[config.mk]
export PLATFORM = sky130hd
export DESIGN_NAME = hyperbus_tf_splitter
export DESIGN_NICKNAME = d
export VERILOG_FILES = /design/src/rtl/hyperbus_pkg.sv /design/src/rtl/hyperbus_tf_splitter.sv
export SDC_FILE = /design/constraint.sdc
export NUM_CORES = 1
export LEC_CHECK = 0
export ABC_AREA = 0
export CAP_MARGIN = 20
export CORE_MARGIN = 8
export CORE_UTILIZATION = 40
export CTS_BUF_LIST = sky130_fd_sc_hd__clkbuf_4 sky130_fd_sc_hd__clkbuf_8
export DETAILED_ROUTE_END_ITERATION = 6
export PLACE_DENSITY = 0.73
export SYNTH_ARGS = -nofsm -noshare
export SYNTH_HDL_FRONTEND = slang
export SYNTH_SLANG_ARGS = --single-unit
[constraint.sdc]
create_clock -name clk_i -period 11.5 [get_ports clk_i]
set_input_delay 2.875 -clock clk_i [delete_from_list [all_inputs] [get_ports clk_i]]
set_output_delay 2.875 -clock clk_i [all_outputs]
set_load 0.02 [all_outputs]
[src/rtl/hyperbus_pkg.sv]
// Shared HyperBus types: PHY transfer descriptor, splitter state and request attributes.
package hyperbus_pkg;

  localparam int unsigned HyperBurstWidth = 16;

  typedef struct packed {
    logic [31:0]                address;
    logic [HyperBurstWidth-1:0] burst;
    logic                       write;
    logic                       address_space;
    logic                       burst_type;
  } hyper_tf_t;

  typedef enum logic {
    SplitIdle = 1'b0,
    SplitEmit = 1'b1
  } split_state_e;

  typedef struct packed {
    logic write;
    logic address_space;
    logic burst_type;
  } split_req_t;

  localparam hyper_tf_t HyperTfReset = '{
    address:       '0,
    burst:         '0,
    write:         1'b0,
    address_space: 1'b0,
    burst_type:    1'b1
  };

endpackage

[src/rtl/hyperbus_tf_splitter.sv]
// Splits a word-length request into PHY transfers bounded by max burst and chip end.
// Optional HYPERBUS_SPLIT_ERR_EN: flag and abort chunks beyond the last chip.
module hyperbus_tf_splitter
  import hyperbus_pkg::*;
#(
  parameter int unsigned NumChips      = 2,
  parameter int unsigned ChipAddrWidth = 23,
  parameter int unsigned BurstWidth    = 16
) (
  input  logic                  clk_i,
  input  logic                  rst_ni,
  input  logic [BurstWidth-1:0] cfg_max_burst_i,
  input  logic                  req_valid_i,
  output logic                  req_ready_o,
  input  logic [31:0]           req_addr_i,
  input  logic [BurstWidth-1:0] req_len_i,
  input  logic                  req_write_i,
  input  logic                  req_addr_space_i,
  input  logic                  req_burst_type_i,
  output logic                  trans_valid_o,
  input  logic                  trans_ready_i,
  output hyper_tf_t             trans_o,
  output logic [NumChips-1:0]   trans_cs_o,
  output logic                  trans_last_o,
  output logic                  err_o
);

  localparam int unsigned ChipIdxW = (NumChips > 1) ? $clog2(NumChips) : 1;
  localparam logic [32:0] ChipSize = 33'd1 << ChipAddrWidth;
  localparam logic [32:0] ChipMask = ChipSize - 33'd1;
  localparam logic [ChipIdxW-1:0] ChipIdxMask = ChipIdxW'(NumChips - 1);

  split_state_e          state_q;
  split_req_t            attr_q;
  logic [32:0]           addr_q;
  logic [BurstWidth-1:0] rem_q;
  logic [BurstWidth-1:0] burst_q;
  logic                  valid_q;
  logic                  last_q;
  logic [NumChips-1:0]   cs_q;
  hyper_tf_t             trans_q;

  split_req_t            src_attr;
  logic [32:0]           src_addr;
  logic [BurstWidth-1:0] src_rem;
  logic [32:0]           words_end;
  logic [32:0]           lim;
  logic [BurstWidth-1:0] burst_c;
  logic [ChipIdxW-1:0]   chip_idx;
  logic [NumChips-1:0]   cs_c;
  logic                  last_c;
  logic                  load_c;
  logic                  range_err_c;

  // The chunk source is the fresh request in Idle, or the post-handshake remainder in Emit.
  always_comb begin
    src_attr  = attr_q;
    src_addr  = addr_q + (33'(burst_q) << 1);
    src_rem   = rem_q - burst_q;
    load_c    = 1'b0;
    if (state_q == SplitIdle) begin
      src_attr = '{write: req_write_i, address_space: req_addr_space_i,
                   burst_type: req_burst_type_i};
      src_addr = {1'b0, req_addr_i & ~32'h1};
      src_rem  = req_len_i;
      load_c   = req_valid_i && (req_len_i != '0);
    end else begin
      load_c   = trans_ready_i && !last_q;
    end

    words_end = (ChipSize - (src_addr & ChipMask)) >> 1;
    lim       = 33'(src_rem);
    if ((cfg_max_burst_i != '0) && (33'(cfg_max_burst_i) < lim)) lim = 33'(cfg_max_burst_i);
    if (words_end < lim) lim = words_end;
    burst_c   = lim[BurstWidth-1:0];
    last_c    = (burst_c == src_rem);

    chip_idx  = src_addr[ChipAddrWidth +: ChipIdxW] & ChipIdxMask;
    cs_c      = NumChips'(1) << chip_idx;
  end

`ifdef HYPERBUS_SPLIT_ERR_EN
  logic err_q;

  assign range_err_c = (src_addr >> ChipAddrWidth) >= 33'(NumChips);

  always_ff @(posedge clk_i or negedge rst_ni) begin
    if (!rst_ni) err_q <= 1'b0;
    else         err_q <= load_c && range_err_c;
  end

  assign err_o = err_q;
`else
  assign range_err_c = 1'b0;
  assign err_o       = 1'b0;
`endif

  always_ff @(posedge clk_i or negedge rst_ni) begin
    if (!rst_ni) begin
      state_q <= SplitIdle;
      attr_q  <= '0;
      addr_q  <= '0;
      rem_q   <= '0;
      burst_q <= '0;
      valid_q <= 1'b0;
      last_q  <= 1'b0;
      cs_q    <= '0;
      trans_q <= HyperTfReset;
    end else begin
      if (state_q == SplitIdle && req_valid_i) attr_q <= src_attr;
      if (load_c) begin
        if (range_err_c) begin
          state_q <= SplitIdle;
          valid_q <= 1'b0;
          last_q  <= 1'b0;
        end else begin
          state_q               <= SplitEmit;
          valid_q               <= 1'b1;
          addr_q                <= src_addr;
          rem_q                 <= src_rem;
          burst_q               <= burst_c;
          last_q                <= last_c;
          cs_q                  <= cs_c;
          trans_q.address       <= 32'(src_addr >> 1);
          trans_q.burst         <= HyperBurstWidth'(burst_c);
          trans_q.write         <= src_attr.write;
          trans_q.address_space <= src_attr.address_space;
          trans_q.burst_type    <= src_attr.burst_type;
        end
      end else if (state_q == SplitEmit && trans_ready_i) begin
        state_q <= SplitIdle;
        valid_q <= 1'b0;
        last_q  <= 1'b0;
      end
    end
  end

  assign req_ready_o   = (state_q == SplitIdle);
  assign trans_valid_o = valid_q;
  assign trans_o       = trans_q;
  assign trans_cs_o    = cs_q;
  assign trans_last_o  = last_q;

endmodule

### Word-level counts from Yosys, hierarchy flattened

Cells that the tools add are included.

| cells by class | value |
|---|---|
| add/sub/neg operators | 3 |
| $lt $le $gt $ge | 2 |
| eq/ne operators | 1 |
| shift operators | 1 |
| muxes and demuxes | 9 |
| bitwise logic cells | 1 |
| reductions and logical operators | 9 |

Operators with widths:

| operator | number |
|---|---|
| 16-bit 2-to-1 mux | 3 |
| 33-bit by 17-bit adder with 33-bit output | 1 |
| 33-bit 2-to-1 mux | 1 |
| 32-bit by 16-bit less-than comparator with 1-bit output | 1 |
| 16-bit nonzero test | 2 |
| 24-bit by 23-bit subtractor with 25-bit output (first input constant) | 1 |
| 16-bit == test | 1 |
| 16-bit less-than comparator | 1 |
| 16-bit subtractor | 1 |
| 1-bit logical AND | 5 |
| 1-bit 2-to-1 mux | 4 |
| 3-bit 2-to-1 mux | 1 |
| 2-bit nonzero test | 1 |
| 1-bit by 1-bit left shift with 2-bit output (first input constant) | 1 |
| 1-bit logical NOT | 1 |
| 1-bit inverter | 1 |

| storage, ports and cells | value |
|---|---|
| register bits | 107 |
| input port bits | 71 |
| output and inout port bits | 57 |
| word-level logic and storage cells | 39 |

### Logic depth before layout (Yosys ltp)

Gate-level depths: netlist of run 1.

| logic depth | value |
|---|---|
| depth in word-level cells | 9 |
| gate-level depth with buffers | 38 |
| mapped depth without buffers | 35 |

### Worst setup path after synthesis of run 1

No wires, ideal clock.

| path | value |
|---|---|
| kind | input to register |
| from | input port req_len_i[14] |
| to | register last_q (netlist: trans_last_o) |
| setup time | 0.092 ns |
| data arrival time | 8.281 ns |
| required time | 11.408 ns |
| slack | 3.127 ns |
| stages | 24 |
| path buffers | 3 |
| cells stage by stage | a221oi_1 -> and3_1 -> clkbuf_1 -> ha_1 -> and4_1 -> o211a_1 -> inv_1 -> a211o_1 -> a21o_1 -> a22oi_1 -> or3_1 -> buf_6 -> clkbuf_1 -> mux2i_1 -> ha_1 -> a2111oi_0 -> nand2_1 -> o41ai_1 -> a31oi_4 -> nor2_4 -> mux2i_1 -> xnor2_1 -> or4_1 -> o31ai_2 |

| between the ends | value |
|---|---|
| word-level cells in the longest chain between the ends | 8 |
| elaborated cells on any way between the ends | 12 |
| those cells by class | order compare (2); eq/ne (1); mux (5); reduce/logical (4) |

Ends and longest elaborated chain:

| item | line | text |
|---|---|---|
| start: declaration | hyperbus_tf_splitter.sv:16 | `input logic [BurstWidth-1:0] req_len_i,` |
| 16-bit 2-to-1 mux | hyperbus_tf_splitter.sv:61 | `if (state_q == SplitIdle) begin` |
| 16-bit less-than comparator | hyperbus_tf_splitter.sv:73 | `if ((cfg_max_burst_i != '0) && (33'(cfg_max_burst_i) < lim)) lim = 33'(cfg_max_burst_i);` |
| 1-bit logical AND | hyperbus_tf_splitter.sv:73 |  |
| 16-bit 2-to-1 mux | hyperbus_tf_splitter.sv:73 |  |
| 32-bit by 16-bit less-than comparator with 1-bit output | hyperbus_tf_splitter.sv:74 | `if (words_end < lim) lim = words_end;` |
| 16-bit 2-to-1 mux | hyperbus_tf_splitter.sv:74 |  |
| 16-bit == test | hyperbus_tf_splitter.sv:76 | `last_c = (burst_c == src_rem);` |
| 1-bit 2-to-1 mux | hyperbus_tf_splitter.sv:111 | `if (load_c) begin` |
| end signal: assignment | hyperbus_tf_splitter.sv:122 | `last_q <= last_c;` |
| end: declaration | hyperbus_tf_splitter.sv:39 | `logic last_q;` |

Several ways; a longest one is shown, not always the timed one.
A chain may end at the register's enable or synchronous reset.

### Final worst setup path of run 1

| path | value |
|---|---|
| from | input port req_len_i[15] |
| to | register last_q (netlist: trans_last_o) |

Same word-level chain as after synthesis.

==> flow_summary.toml, run 1 <==
[floorplan]
initial_utilization_pct = 40.2
fp.coreArea_mm2 = 0.0185
die-area_mm2 = 0.0232
die_w_um = 152
rows = 50
die_h_um = 152
pin_count = 128

[routing]
first_iter_violations = 602
ant_nets = 0
vias = 7153
drc = 0
wire_per_inst_um = 18.2
avgViaCountPerCell = 5.79
wl_um = 22500
drt_first_pass_iters = 5

[cts]
cts_root_buf = "clkbuf_8"
clkSinkCount = 74
cts_resized = 0
post-cts-setup-buffers = 0
cts_tree = "done"
cts_hold_buffers = 0
clk_pin_slew_ns = 0.09
clock_latency_ns = 0.38
htree_num_levels = 3
clockBufferDepth = 2
cts-buffers-inserted = 9

[setup_path]
r2r_start = "trans_o[7]"
rr_endpoint = "trans_last_o"
critical_path_required_ns = 11.77
cp-end-kind = "register"
start_kind = "input port"
crit_fanout = 27
ff2ff_path_depth = 31
cp.arrival_ns = 10.13
crit_type = "input port to register"
regToRegSetupSlack_ns = 2.30

[final_layout]
drive_above_1_share_pct = 6.79
utilization_pct = 47.9
mostFrequentLayoutCells = "124 x clkdlybuf4s50_1, 105 x nor2_1, 87 x a21oi_1"
layout_commonest_cell = "clkdlybuf4s50_1"
area_growth_syn_to_layout_pct = 19.0
diodes = 0
fin_area_mm2 = 0.00887
fin_nets = 1129

[min_path]
min_to = "rem_q[11]"
hold_class = "register to register"
hold_path.startpoint = "rem_q[11]"
holdPathStages = 2

[outcome]
outcome = "complete, no violations"

[timing]
setup_viol = 0
skew_ns = 0.0108
fin_setup_tns_ns = 0
max_freq_ghz = 0.102
maxSlewHeadroom_pct = 37.1
worst_slew_pin_slew_ns = 0.944
hold_viol_final = 0
setup_ws_ns = 1.65
fin_crit_ns = 9.85
drv_slew = 0
rsz0062_at_grt = "false"
final.period_utilization_pct = 85.7

[grt]
grt-ovfl-total = 0
antenna_found_initial = 0
grt_pass1_vias = 7061
grt_use_total_pct = 19.1
grt_pass1_wl_um = 36200
grt_max_degree = 75

[synthesis]
ys_warn_count = 0
synth_edf_count = 0
synthFlopType = "dfrtp_1"
ys_seq_elements = 74
synth_cell_types = 92
syn_avg_cell_area_um2 = 8.03
ys_seq_area_share_pct = 24.9
syn-cell-area_mm2 = 0.00745
async_reset_ff_share_pct = 100
synth_fp_nets = 1061
syn_inst = 928

[placed_design]
placed_area_mm2 = 0.00861
dp_hpwl_um = 17600
numPortBuffers = 125
gp_congestion = 0.921
post-place-ws_ns = 1.40

[run]
cap_violations = 0
-- registers in the layout, summed over array words and instances, names as in the netlist --
signal and count:
attr_q 3, trans_cs_o 1, trans_valid_o 1, trans_last_o 1
trans_o 19, rem_q 16, addr_q 33
-- final cells by class --
class | count | area (um2)
timing repair buffer | 132 | 1320
clock buffer | 10 | 138
clock inverter | 6 | 88.8
inverter | 43 | 161
fill | 1802 | 9650
tap | 234 | 293
sequential | 74 | 1850
multi-input combinational | 736 | 5010
-- cell usage after synthesis, types with 5 or more instances --
cell       count  area share (%)
nor2_1       106             5.3
a21oi_1       87             5.8
nand2_1       84             4.2
dfrtp_1       73              25
o21ai_0       61             4.1
ha_1          60              10
inv_1         43             2.2
buf_4         34             3.4
xnor2_1       32             3.8
clkbuf_1      25             1.3
mux2i_1       24             3.2
xor2_1        21             2.5
nand3_1       19             1.3
and3_1        14             1.2
nor4_1        12             1.0
a21o_1        11             1.1
nand2b_1      11            0.92
o22ai_1       11            0.92
buf_2          9            0.60
nor3_1         9            0.60
a31oi_1        7            0.59
nor2b_1        7            0.59
o211ai_1       7            0.71
a211oi_1       6            0.60
buf_1          6            0.30
nand4_1        6            0.50
o2111ai_1      6            0.71
o21a_1         6            0.60
o21ai_1        6            0.40
and2_1         5            0.42
mux2_2         5            0.76
o2111a_1       5            0.76
o211a_1        5            0.67
or3_1          5            0.42
-- worst max path at each step --
stage / from / to / slack, ns / cells after the start
final: req_len_i[15] / trans_last_o / 1.65 / 27
after detailed placement: req_len_i[15] / trans_last_o / 1.40 / 27
after global placement: req_len_i[15] / trans_last_o / 1.54 / 27
after floorplan: req_len_i[14] / trans_last_o / 3.13 / 24
after CTS: req_len_i[15] / trans_last_o / 1.77 / 24
after global routing: req_len_i[15] / trans_last_o / 1.22 / 24
-- cell families (layout without fill, tap and decap cells) --
group	after synthesis	count (layout)	share of synthesized area (%)
AO/OA/AOI/OAI	284	284	26.4
XOR/XNOR	53	53	6.23
adder cells (fa/ha/maj)	62	62	10.6
buffers and inverters	118	191	7.91
flip-flops	74	74	24.9
multiplexers	30	30	4.17
other	1	1	0.0503
AND/OR/NAND/NOR	306	306	19.8
-- layer usage --
layer  GRT usage [%]  wire length (um)  vias to the layer above
met5               0                 0                        -
met4            7.26               578                        0
met3            3.15              1480                       39
met2            31.5             10300                      263
met1            24.7             10200                     3362
li1                -                 -                     3489
-- through the flow --
step	hold slack [ns]	std cells
3_3_place_gp	0.477	1218
4_1_cts	0.514	1234
6_report	0.508	1235
3_5_place_dp	0.487	1218
2_1_floorplan	0.454	928
5_1_grt	0.530	1235
-- critical path: stages --
cell and delay, ns:
clkdlybuf4s50_1 0.45, o21ai_0 0.18, o21ai_0 0.10, a21oi_1 0.43, ha_1 0.22, and4_1 0.21, o211a_1 0.16, inv_1 0.05
a211o_1 0.26, a21o_1 0.15, a22oi_1 0.27, or3_1 0.79, mux2i_1 0.35, ha_1 0.30, a21o_1 0.16, a21o_1 0.17
a21oi_1 0.15, nor2b_1 0.06, o21ai_0 0.19, nand2b_1 0.09, a311oi_1 0.32, o221ai_2 0.31, nor2_4 0.62, mux2i_1 0.39
xnor2_1 0.11, or4_1 0.43, o31ai_2 0.30
Power of run 1 is not shown: default switching activity piles up to over one toggle a cycle in this logic, so the estimate is an artifact.
==> inputs of run 2 (changes only) <==
CAP_MARGIN = unset   (was 20)
clock period = 12.5 ns   (was 11.5 ns; I/O delays follow)
==> flow_summary.toml, run 2 (synthesis gave the netlist of run 1 again) <==
[outcome]
outcome = "complete, no violations"

[cts]
clock_latency_ns = 0.39
cts_hold_buffers = 0
cts_resized = 0
cts-buffers-inserted = 9
cts_tree = "done"
post-cts-setup-buffers = 0
clk_pin_slew_ns = 0.09
htree_num_levels = 3
cts_root_buf = "clkbuf_8"
clkSinkCount = 74
clockBufferDepth = 2

[setup_path]
crit_type = "input port to register"
rr_endpoint = "trans_last_o"
r2r_start = "trans_o[7]"
cp.arrival_ns = 10.62
start_kind = "input port"
crit_fanout = 27
regToRegSetupSlack_ns = 2.97
cp-end-kind = "register"
ff2ff_path_depth = 27
critical_path_required_ns = 12.78

[timing]
rsz0062_at_grt = "false"
worst_slew_pin_slew_ns = 1.15
fin_setup_tns_ns = 0
max_freq_ghz = 0.0967
final.period_utilization_pct = 82.7
hold_viol_final = 0
skew_ns = 0.0152
setup_viol = 0
maxSlewHeadroom_pct = 21.2
fin_crit_ns = 10.34
drv_slew = 0

[grt]
grt_pass1_vias = 6984
antenna_found_initial = 1
grt_pass1_wl_um = 36100
grt_max_degree = 75
grt_use_total_pct = 19.1
grt-ovfl-total = 0

[final_layout]
drive_above_1_share_pct = 6.61
area_growth_syn_to_layout_pct = 18.5
instances_no_fill = 1233
top_register = "addr_q"
largest_reg_flops = 33
fin_nets = 1127
mostFrequentLayoutCells = "124 x clkdlybuf4s50_1, 105 x nor2_1, 87 x a21oi_1"
layout_commonest_cell = "clkdlybuf4s50_1"
diodes = 0

[routing]
wl_um = 22800
first_iter_violations = 484
drt_first_pass_iters = 5
drc = 0
avgViaCountPerCell = 5.80
ant_nets = 0
wire_per_inst_um = 18.5
vias = 7152

[floorplan]
initial_utilization_pct = 40.2
fp.coreArea_mm2 = 0.0185
die-area_mm2 = 0.0232
die_h_um = 152
die_w_um = 152
rows = 50
pin_count = 128

[placed_design]
gp_congestion = 0.907
dp_hpwl_um = 17700
placed_cells = 1217
numPortBuffers = 125

[min_path]
min_to = "trans_o[2]"
hold_path.startpoint = "trans_o[2]"
hold_class = "register to register"
holdPathStages = 2

[run]
cap_violations = 0
## run 2: changes by cell type in the layout (fill, tap and decap cells not counted), sizes merged
cell	delta
clkinv	-1
clkbuf	+3
bufinv	-1
clkinvlp	-1
buf	-2
## run 2: worst max-delay path: stages
cell             delay (ns)
clkdlybuf4s50_1        0.52
nor2_1                 0.07
a21oi_1                0.36
inv_1                  0.14
ha_1                   0.30
o311a_1                0.16
o2111ai_1              0.16
a211o_1                0.31
a21o_1                 0.15
a22oi_1                0.25
or3_1                  0.79
mux2i_1                0.33
ha_1                   0.29
a2111oi_0              0.98
nand2_1                0.12
o41ai_1                0.47
a31oi_4                0.15
nor2_4                 0.65
mux2i_1                0.37
xnor2_1                0.10
or4_1                  0.54
o31ai_2                0.25
## run 2: area by class of cell
type                       instances  area, um2
clock buffer                      13        173
multi-input combinational        736       5010
timing repair buffer             130       1290
clock inverter                     3       46.3
fill                            1823       9690
sequential                        74       1850
tap                              234        293
inverter                          43        161
## run 2: worst max path at each step
stage             startpoint      endpoint  slack (ns)  cells past startpoint
2_1_floorplan  req_len_i[14]  trans_last_o        3.88                     24
3_3_place_gp   req_len_i[15]  trans_last_o        1.97                     23
3_5_place_dp   req_len_i[15]  trans_last_o        1.89                     23
4_1_cts        req_len_i[15]  trans_last_o        2.26                     23
5_1_grt        req_len_i[15]  trans_last_o        1.74                     23
6_report        req_len_i[1]  trans_last_o        2.16                     22
## run 2: metal layers
layer  GRT usage (%)  vias up  part of all wire [%]  routed length [um]
met3            4.03       36                   6.5                1490
met5               0        -                 0.044                  10
met4            6.46        2                   2.1                 473
met2            31.0      250                    46               10400
li1                -     3472                     -                   -
met1            24.8     3392                    46               10400
## run 2: stage by stage
step	setup WS (ns)	hold slack (ns)	utilization [%]	area, um2
floorplan	3.88	0.454	-	7450
global placement	1.97	0.477	46.5	8610
detailed placement	1.89	0.489	46.5	8610
CTS	2.26	0.503	47.7	8830
global route	1.74	0.535	47.7	8830
finish	2.16	0.505	47.7	8830
Power of run 2 is left out for the same reason.
